$ cat src/rtl/systolic_tile_sequencer.sv
// Job controller for one systolic tile: loads A/B queues,
// starts them, collects channel completion, drains, reports done.
module systolic_tile_sequencer #(
  parameter int N            = 8,
  parameter int DATA_WIDTH   = 32,
  parameter int DRAIN_CYCLES = 2*N+2
) (
  input  logic                  clk_i,
  input  logic                  rstn_i,
  input  logic                  job_valid_i,
  output logic                  job_ready_o,
  input  logic                  load_valid_i,
  input  logic [DATA_WIDTH-1:0] load_data_i,
  output logic                  load_ready_o,
  output logic                  row_wr_en_o,
  output logic                  col_wr_en_o,
  output logic [DATA_WIDTH-1:0] wr_data_o,
  output logic                  wr_reset_o,
  output logic                  start_o,
  input  logic [N-1:0]          row_last_i,
  input  logic [N-1:0]          col_last_i,
  output logic                  busy_o,
  output logic                  done_o,
  output logic [2:0]            state_o
);

  localparam int WORDS = N*N;
  localparam int LCW   = $clog2(WORDS+1);
  localparam int DCW   = (DRAIN_CYCLES > 1) ? $clog2(DRAIN_CYCLES) : 1;

  localparam logic [LCW-1:0] LAST_WORD  = LCW'(WORDS-1);
  localparam logic [DCW-1:0] DRAIN_LOAD = DCW'(DRAIN_CYCLES-1);

  if (DRAIN_CYCLES < 1) begin : g_bad_drain
    $error("DRAIN_CYCLES must be at least 1");
  end

  typedef enum logic [2:0] {
    S_IDLE   = 3'd0,
    S_CLR    = 3'd1,
    S_LOAD_A = 3'd2,
    S_LOAD_B = 3'd3,
    S_START  = 3'd4,
    S_RUN    = 3'd5,
    S_DRAIN  = 3'd6,
    S_DONE   = 3'd7
  } state_t;

  state_t         r_state;
  logic [LCW-1:0] r_load_cnt;
  logic [DCW-1:0] r_drain_cnt;
  logic [N-1:0]   r_row_mask;
  logic [N-1:0]   r_col_mask;

  logic w_in_load;
  logic w_accept;
  logic w_last_word;
  logic w_masks_full;
  logic w_collect;

  assign w_in_load    = (r_state == S_LOAD_A) || (r_state == S_LOAD_B);
  assign w_accept     = load_valid_i && w_in_load;
  assign w_last_word  = r_load_cnt == LAST_WORD;
  assign w_masks_full = (&r_row_mask) && (&r_col_mask);
  // Last pulses only count once the queues have been started.
  assign w_collect    = (r_state == S_START) || (r_state == S_RUN) ||
                        (r_state == S_DRAIN) || (r_state == S_DONE);

  // Job sequencing, load/drain counting and sticky last masks.
  always_ff @(posedge clk_i or negedge rstn_i) begin
    if (!rstn_i) begin
      r_state     <= S_IDLE;
      r_load_cnt  <= '0;
      r_drain_cnt <= '0;
      r_row_mask  <= '0;
      r_col_mask  <= '0;
    end else begin
      if (w_collect) begin
        r_row_mask <= r_row_mask | row_last_i;
        r_col_mask <= r_col_mask | col_last_i;
      end
      unique case (r_state)
        S_IDLE: begin
          if (job_valid_i) r_state <= S_CLR;
        end
        S_CLR: begin
          r_load_cnt <= '0;
          r_row_mask <= '0;
          r_col_mask <= '0;
          r_state    <= S_LOAD_A;
        end
        S_LOAD_A: begin
          if (w_accept) begin
            if (w_last_word) begin
              r_load_cnt <= '0;
              r_state    <= S_LOAD_B;
            end else begin
              r_load_cnt <= r_load_cnt + LCW'(1);
            end
          end
        end
        S_LOAD_B: begin
          if (w_accept) begin
            if (w_last_word) begin
              r_load_cnt <= '0;
              r_state    <= S_START;
            end else begin
              r_load_cnt <= r_load_cnt + LCW'(1);
            end
          end
        end
        S_START: begin
          r_state <= S_RUN;
        end
        S_RUN: begin
          if (w_masks_full) begin
            r_drain_cnt <= DRAIN_LOAD;
            r_state     <= S_DRAIN;
          end
        end
        S_DRAIN: begin
          if (r_drain_cnt == '0) begin
            r_state <= S_DONE;
          end else begin
            r_drain_cnt <= r_drain_cnt - DCW'(1);
          end
        end
        S_DONE: begin
          r_state <= S_IDLE;
        end
        default: begin
          r_state <= S_IDLE;
        end
      endcase
    end
  end

  assign job_ready_o  = r_state == S_IDLE;
  assign load_ready_o = w_in_load;
  assign row_wr_en_o  = load_valid_i && (r_state == S_LOAD_A);
  assign col_wr_en_o  = load_valid_i && (r_state == S_LOAD_B);
  assign wr_data_o    = load_data_i;
  assign wr_reset_o   = r_state == S_CLR;
  assign start_o      = r_state == S_START;
  assign busy_o       = r_state != S_IDLE;
  assign done_o       = r_state == S_DONE;
  assign state_o      = r_state;

endmodule

$ cat config.mk
export PLATFORM = sky130hd
export DESIGN_NAME = systolic_tile_sequencer
export DESIGN_NICKNAME = d
export VERILOG_FILES = /design/src/rtl/systolic_tile_sequencer.sv
export SDC_FILE = /design/constraint.sdc
export NUM_CORES = 1
export LEC_CHECK = 0
export CAP_MARGIN = 10
export CORE_ASPECT_RATIO = 1.2
export CORE_MARGIN = 2
export CORE_UTILIZATION = 32
export DETAILED_ROUTE_END_ITERATION = 7
export PLACE_DENSITY = 0.76
export SLEW_MARGIN = 20
export SYNTH_ARGS = -nofsm -noshare
export SYNTH_HDL_FRONTEND = slang
export SYNTH_SLANG_ARGS = --single-unit
$ cat constraint.sdc
create_clock -name clk_i -period 2.1 [get_ports clk_i]
set_clock_uncertainty 0.2 [all_clocks]
set_input_delay 0.315 -clock clk_i [delete_from_list [all_inputs] [get_ports clk_i]]
set_output_delay 0.315 -clock clk_i [all_outputs]
set_load 0.01 [all_outputs]
# == Word level (Yosys, flattened, before mapping) ==
# Index checks and enable logic that the tools add are counted.
# word_totals
latchBits,0
ramBits,0
regBits,31
mem_bits_ro,0
elab_cells,64
mem_count,0
output_inout_bits,43
# op_classes
shift,0
n_bitwise,2
muxes,18
div,0
reduce_logical,20
order_cmp,0
addsub,2
n_mul,0
eq_ne,17
# op_table
cell,n
$mux W8,4
$pmux W3 S8,1
$mux W3,7
$or A8 B8 Y8,2
$reduce_and A8 Y1,2
$mux W7,2
$ne A2 B2 Y1 const B,7
$pmux W7 S2,1
$eq A3 B3 Y1 const B,4
$mux W5,2
$pmux W5 S2,1
$add A7 B1 Y7 const B,1
$eq A7 B6 Y1 const B,1
$reduce_and A7 Y1,1
$eq A3 B2 Y1 const B,2
$reduce_bool A2 Y1,3
$logic_not A5 Y1,1
$sub A5 B1 Y5 const B,1
$logic_and A1 B1 Y1,4
$logic_or A1 B1 Y1,4
$ne A2 B1 Y1 const B,2
$eq A3 B1 Y1 const B,1
$logic_not A3 Y1,1
$reduce_and A3 Y1,1
3 further kinds,3

# == Logic depth before layout (Yosys ltp) ==
# depth
depth_word,6
ltp_mapped,6
depth_no_buf,6

# == Worst setup path after synthesis ==
# No wires, ideal clock.
# synth_timing
path_type,reg2reg
start,register r_state[1] (netlist: state_o[1])
end,register r_state[0] (netlist: state_o[0])
arrival_ps,1339
setup_ps,121
path_buffers,1
path_slack_ps,440
required_ps,1779
period_less_slack_ps,1660
stages_incl_launch_ff,6
cell_sequence,dfrtp_1 > buf_4 > nor3_2 > inv_1 > o211a_1 > o22a_1
# synth_between
word_cells_on_any_way,19
# synth_lines
element,line_no,source
from (decl),49,state_t r_state;
from (signal assigned),72,r_state <= S_IDLE;
from (signal assigned),84,if (job_valid_i) r_state <= S_CLR;
from (signal assigned),90,r_state <= S_LOAD_A;
$logic_not A3 Y1 *,-,
net job_ready_o,11,"output logic job_ready_o,"
$ne A2 B2 Y1 (no source line),-,
$reduce_and A7 Y1 (no source line),-,
# Mark *: on every way through the listed nets, which the timed path passes. The rest lies on a longest branch.
# A chain may end at the register's enable or synchronous reset.

# == Worst setup path in the final report ==
# layout_timing
start,register r_state[2] (netlist: state_o[2])
end,output col_wr_en_o
# layout_between
elab_chain_len,2
# layout_rtl
element,line_no,source
$eq A3 B2 Y1,141,assign col_wr_en_o = load_valid_i && (r_state == S_LOAD_B);
$logic_and A1 B1 Y1,141,
to (decl),16,"output logic col_wr_en_o,"
# No other way between the ends.

==> flow_summary.ini <==
[drt]
drt_iter0_markers = 59
wl_per_cell_um = 13.24
wl_mm = 3.402
drtPass1Iterations = 4
via_count = 1286
drc = 0
antenna_left = 0
routed_via_density = 5.004

[logic_synthesis]
synth_seq_cells = 31
synth-compound-area-share_pct = 19.89
synth_common_cells = buf_4 (34), dfrtp_1 (31), a22o_1 (13), nor2_1 (13), nand2_1 (11)
async_reset_ff_share_pct = 100.0
muxShareOfSynthArea_pct = 0
yosys.area.top_type = dfrtp_1
ys_warn_count = 0
yosysMostFrequentCell = buf_4
ys_top_cells_by_area = dfrtp_1 (44%), buf_4 (15%), a22o_1 (6.5%), nor2_1 (2.8%), a21oi_1 (2.6%)
syn-mean-instance-area_sq_um = 9.645
synth_xor_area_share_pct = 0
synth_top_family_by_area = compound AO/OA/AOI/OAI gates
synthAdderAreaFrac_pct = 1.426
synth_top_area_share_pct = 44.19
synthSimpleGateAreaFrac_pct = 16.68
syn_area_sq_um = 1755
synth_edf_count = 0
synth_cell_type_count = 35
synth_flop_cell = dfrtp_1
yosysSeqAreaShare_pct = 44.19
syn_nets = 236
syn-instance-count = 182

[clocking]
cts_tree = yes
cts.sinks = 31
clock_latency_ns = 0.29
htree_num_levels = 2
clock-root-buffer = clkbuf_8
cts_buffers = 5
clockBufferDepth = 2
cts.clk_slew.worst_paths_ns = 0.07

[timing]
slew_viol_final = 0
whs_ns = 0.2209
fin_crit_ns = 2.016
finalSetupViolCount = 0
relSlewSlack_pct = 72.56
setup_tns_ns = 0
max_freq_mhz = 496.0
layout_setup_ws_ns = 0.08376
timing.final.crit_share_pct = 96.01
worst_slew_pin_slew_ns = 0.4092
hold_viol_final = 0
rsz0062_at_grt = false

[place]
dp_hpwl_mm = 2.405
dp_worst_setup_slack_ns = -0.03580
gp_congestion = 0.7844
portBuffers = 30

[final_layout]
nets = 248
multiInputGateArea_sq_um = 666.9
final-seq-area_sq_um = 777.0
n_fill_cell = 509
drive_above_1_share_pct = 15.90
syn_to_final_growth_pct = 18.03
diodes = 0

[power]
power_density_nw_per_um2 = 1440
finalPower_w = 0.002983
p_leak_nw = 0.9894
vdd_drop_max_uv = 383.2

[floorplanning]
pin_count = 95
chipHeight_um = 85.14
die_area_sq_um = 6097
die_w_um = 71.61
core_area_sq_um = 5298
std_cell_rows = 29
start_util_pct = 33.14

[grt]
antenna_found_initial = 0
grt_max_degree = 32
grt_overflow_total = 0
grt_first_pass_wirelength_mm = 5.885
grt_pass1_vias = 1253
grt_usage_pct = 12.38

[critical_path]
criticalPathCategory = flop to output port
critical_path_arrival_ns = 1.50
critPathLaunchType = flop
path_max_fanout = 3
required_ns = 1.58
crit_path_end_kind = output port

[run]
maxCapViolations = 0

[hold_path]
hold_path.class = primary input to asynchronous set/reset pin

[run_status]
status = completed
-- worst max-delay path, stage by stage (launching register included) --
cell	delay, ns
dfrtp_1	0.40
buf_4	0.15
nand2b_1	0.18
inv_2	0.07
and3_1	0.16
dlygate4sd2_1	0.27
-- worst paths after layout --
path                                               to  depth (start not counted)  slack (ns)                        from
max                                       col_wr_en_o                          5        0.08      state_o[2]$_DFFE_PN0P_
min                         r_row_mask[6]$_DFFE_PN0P_                          2        0.22                      rstn_i
max reg2reg                r_drain_cnt[1]$_DFFE_PN0P_                          6        0.29  r_drain_cnt[0]$_DFFE_PN0P_
min reg2reg                 r_load_cnt[6]$_DFFE_PN0P_                          1        0.28   r_load_cnt[6]$_DFFE_PN0P_
max in group asynchronous      state_o[0]$_DFFE_PN0P_                          2        1.17                      rstn_i
min in group clk_i          r_load_cnt[6]$_DFFE_PN0P_                          1        0.28   r_load_cnt[6]$_DFFE_PN0P_
-- placed cells by master (no fill, tap or decap), drive strengths merged, types with 6 or more instances in the layout --
cell	instances
clkbuf	6
o21ai	10
nand3	6
a21oi	9
nor2	13
buf	13
inv	10
a22o	13
clkdlybuf4s50	22
nand2	11
nand4	6
dfrtp	31
dlygate4sd2	6
-- power breakdown --
part,total (W),internal (W),switching [W]
registers,0.00110,0.000878,0.000224
clock network,0.000607,0.000383,0.000224
logic,0.00127,0.000641,0.000632
total,0.00298,0.00190,0.00108
-- registers in the layout (all words and copies together) (netlist names) --
name	count
r_load_cnt	7
r_drain_cnt	5
state_o	3
r_row_mask	8
r_col_mask	8
-- through the flow --
step | cell area [sq um] | util [%] | instances
floorplan | 1755 | - | 182
global placement | 1933 | 36.49 | 246
detailed placement | 1933 | 36.49 | 246
CTS | 2059 | 38.88 | 256
global route | 2072 | 39.11 | 257
finish | 2072 | 39.11 | 257
-- cell type report --
| type | count | share of cell area, % |
|---|---|---|
| well taps | 62 | 3.744 |
| clock buffers | 6 | 3.986 |
| inverters | 10 | 1.812 |
| multi-input cells | 103 | 32.19 |
| repair buffers | 43 | 19.08 |
| flip-flops and latches | 31 | 37.50 |
| clock inverters | 2 | 1.691 |
-- per-layer routing --
metal  wire length (um)  vias to the layer above  GRT usage, %
li1                   -                      633             -
met1               1583                      624         15.69
met2               1571                       25         19.28
met3                210                        4         4.988
met4                 37                        0         3.945
met5                  0                        -             0
-- logic make-up after synthesis --
| family | count (synthesis) |
|---|---|
| adders and majority gates | 2 |
| and+or+nand+nor | 54 |
| DFF | 31 |
| AOI/OAI and AO/OA | 47 |
| buffers and inverters | 48 |
-- what timing repair did --
item                                    in CTS  in global routing
setup buffers                                2                  1
hold buffers                                 0                  0
gates resized for setup                      7                  2
endpoints found under the setup margin       7                  2
(Power assumes the default switching activity.)
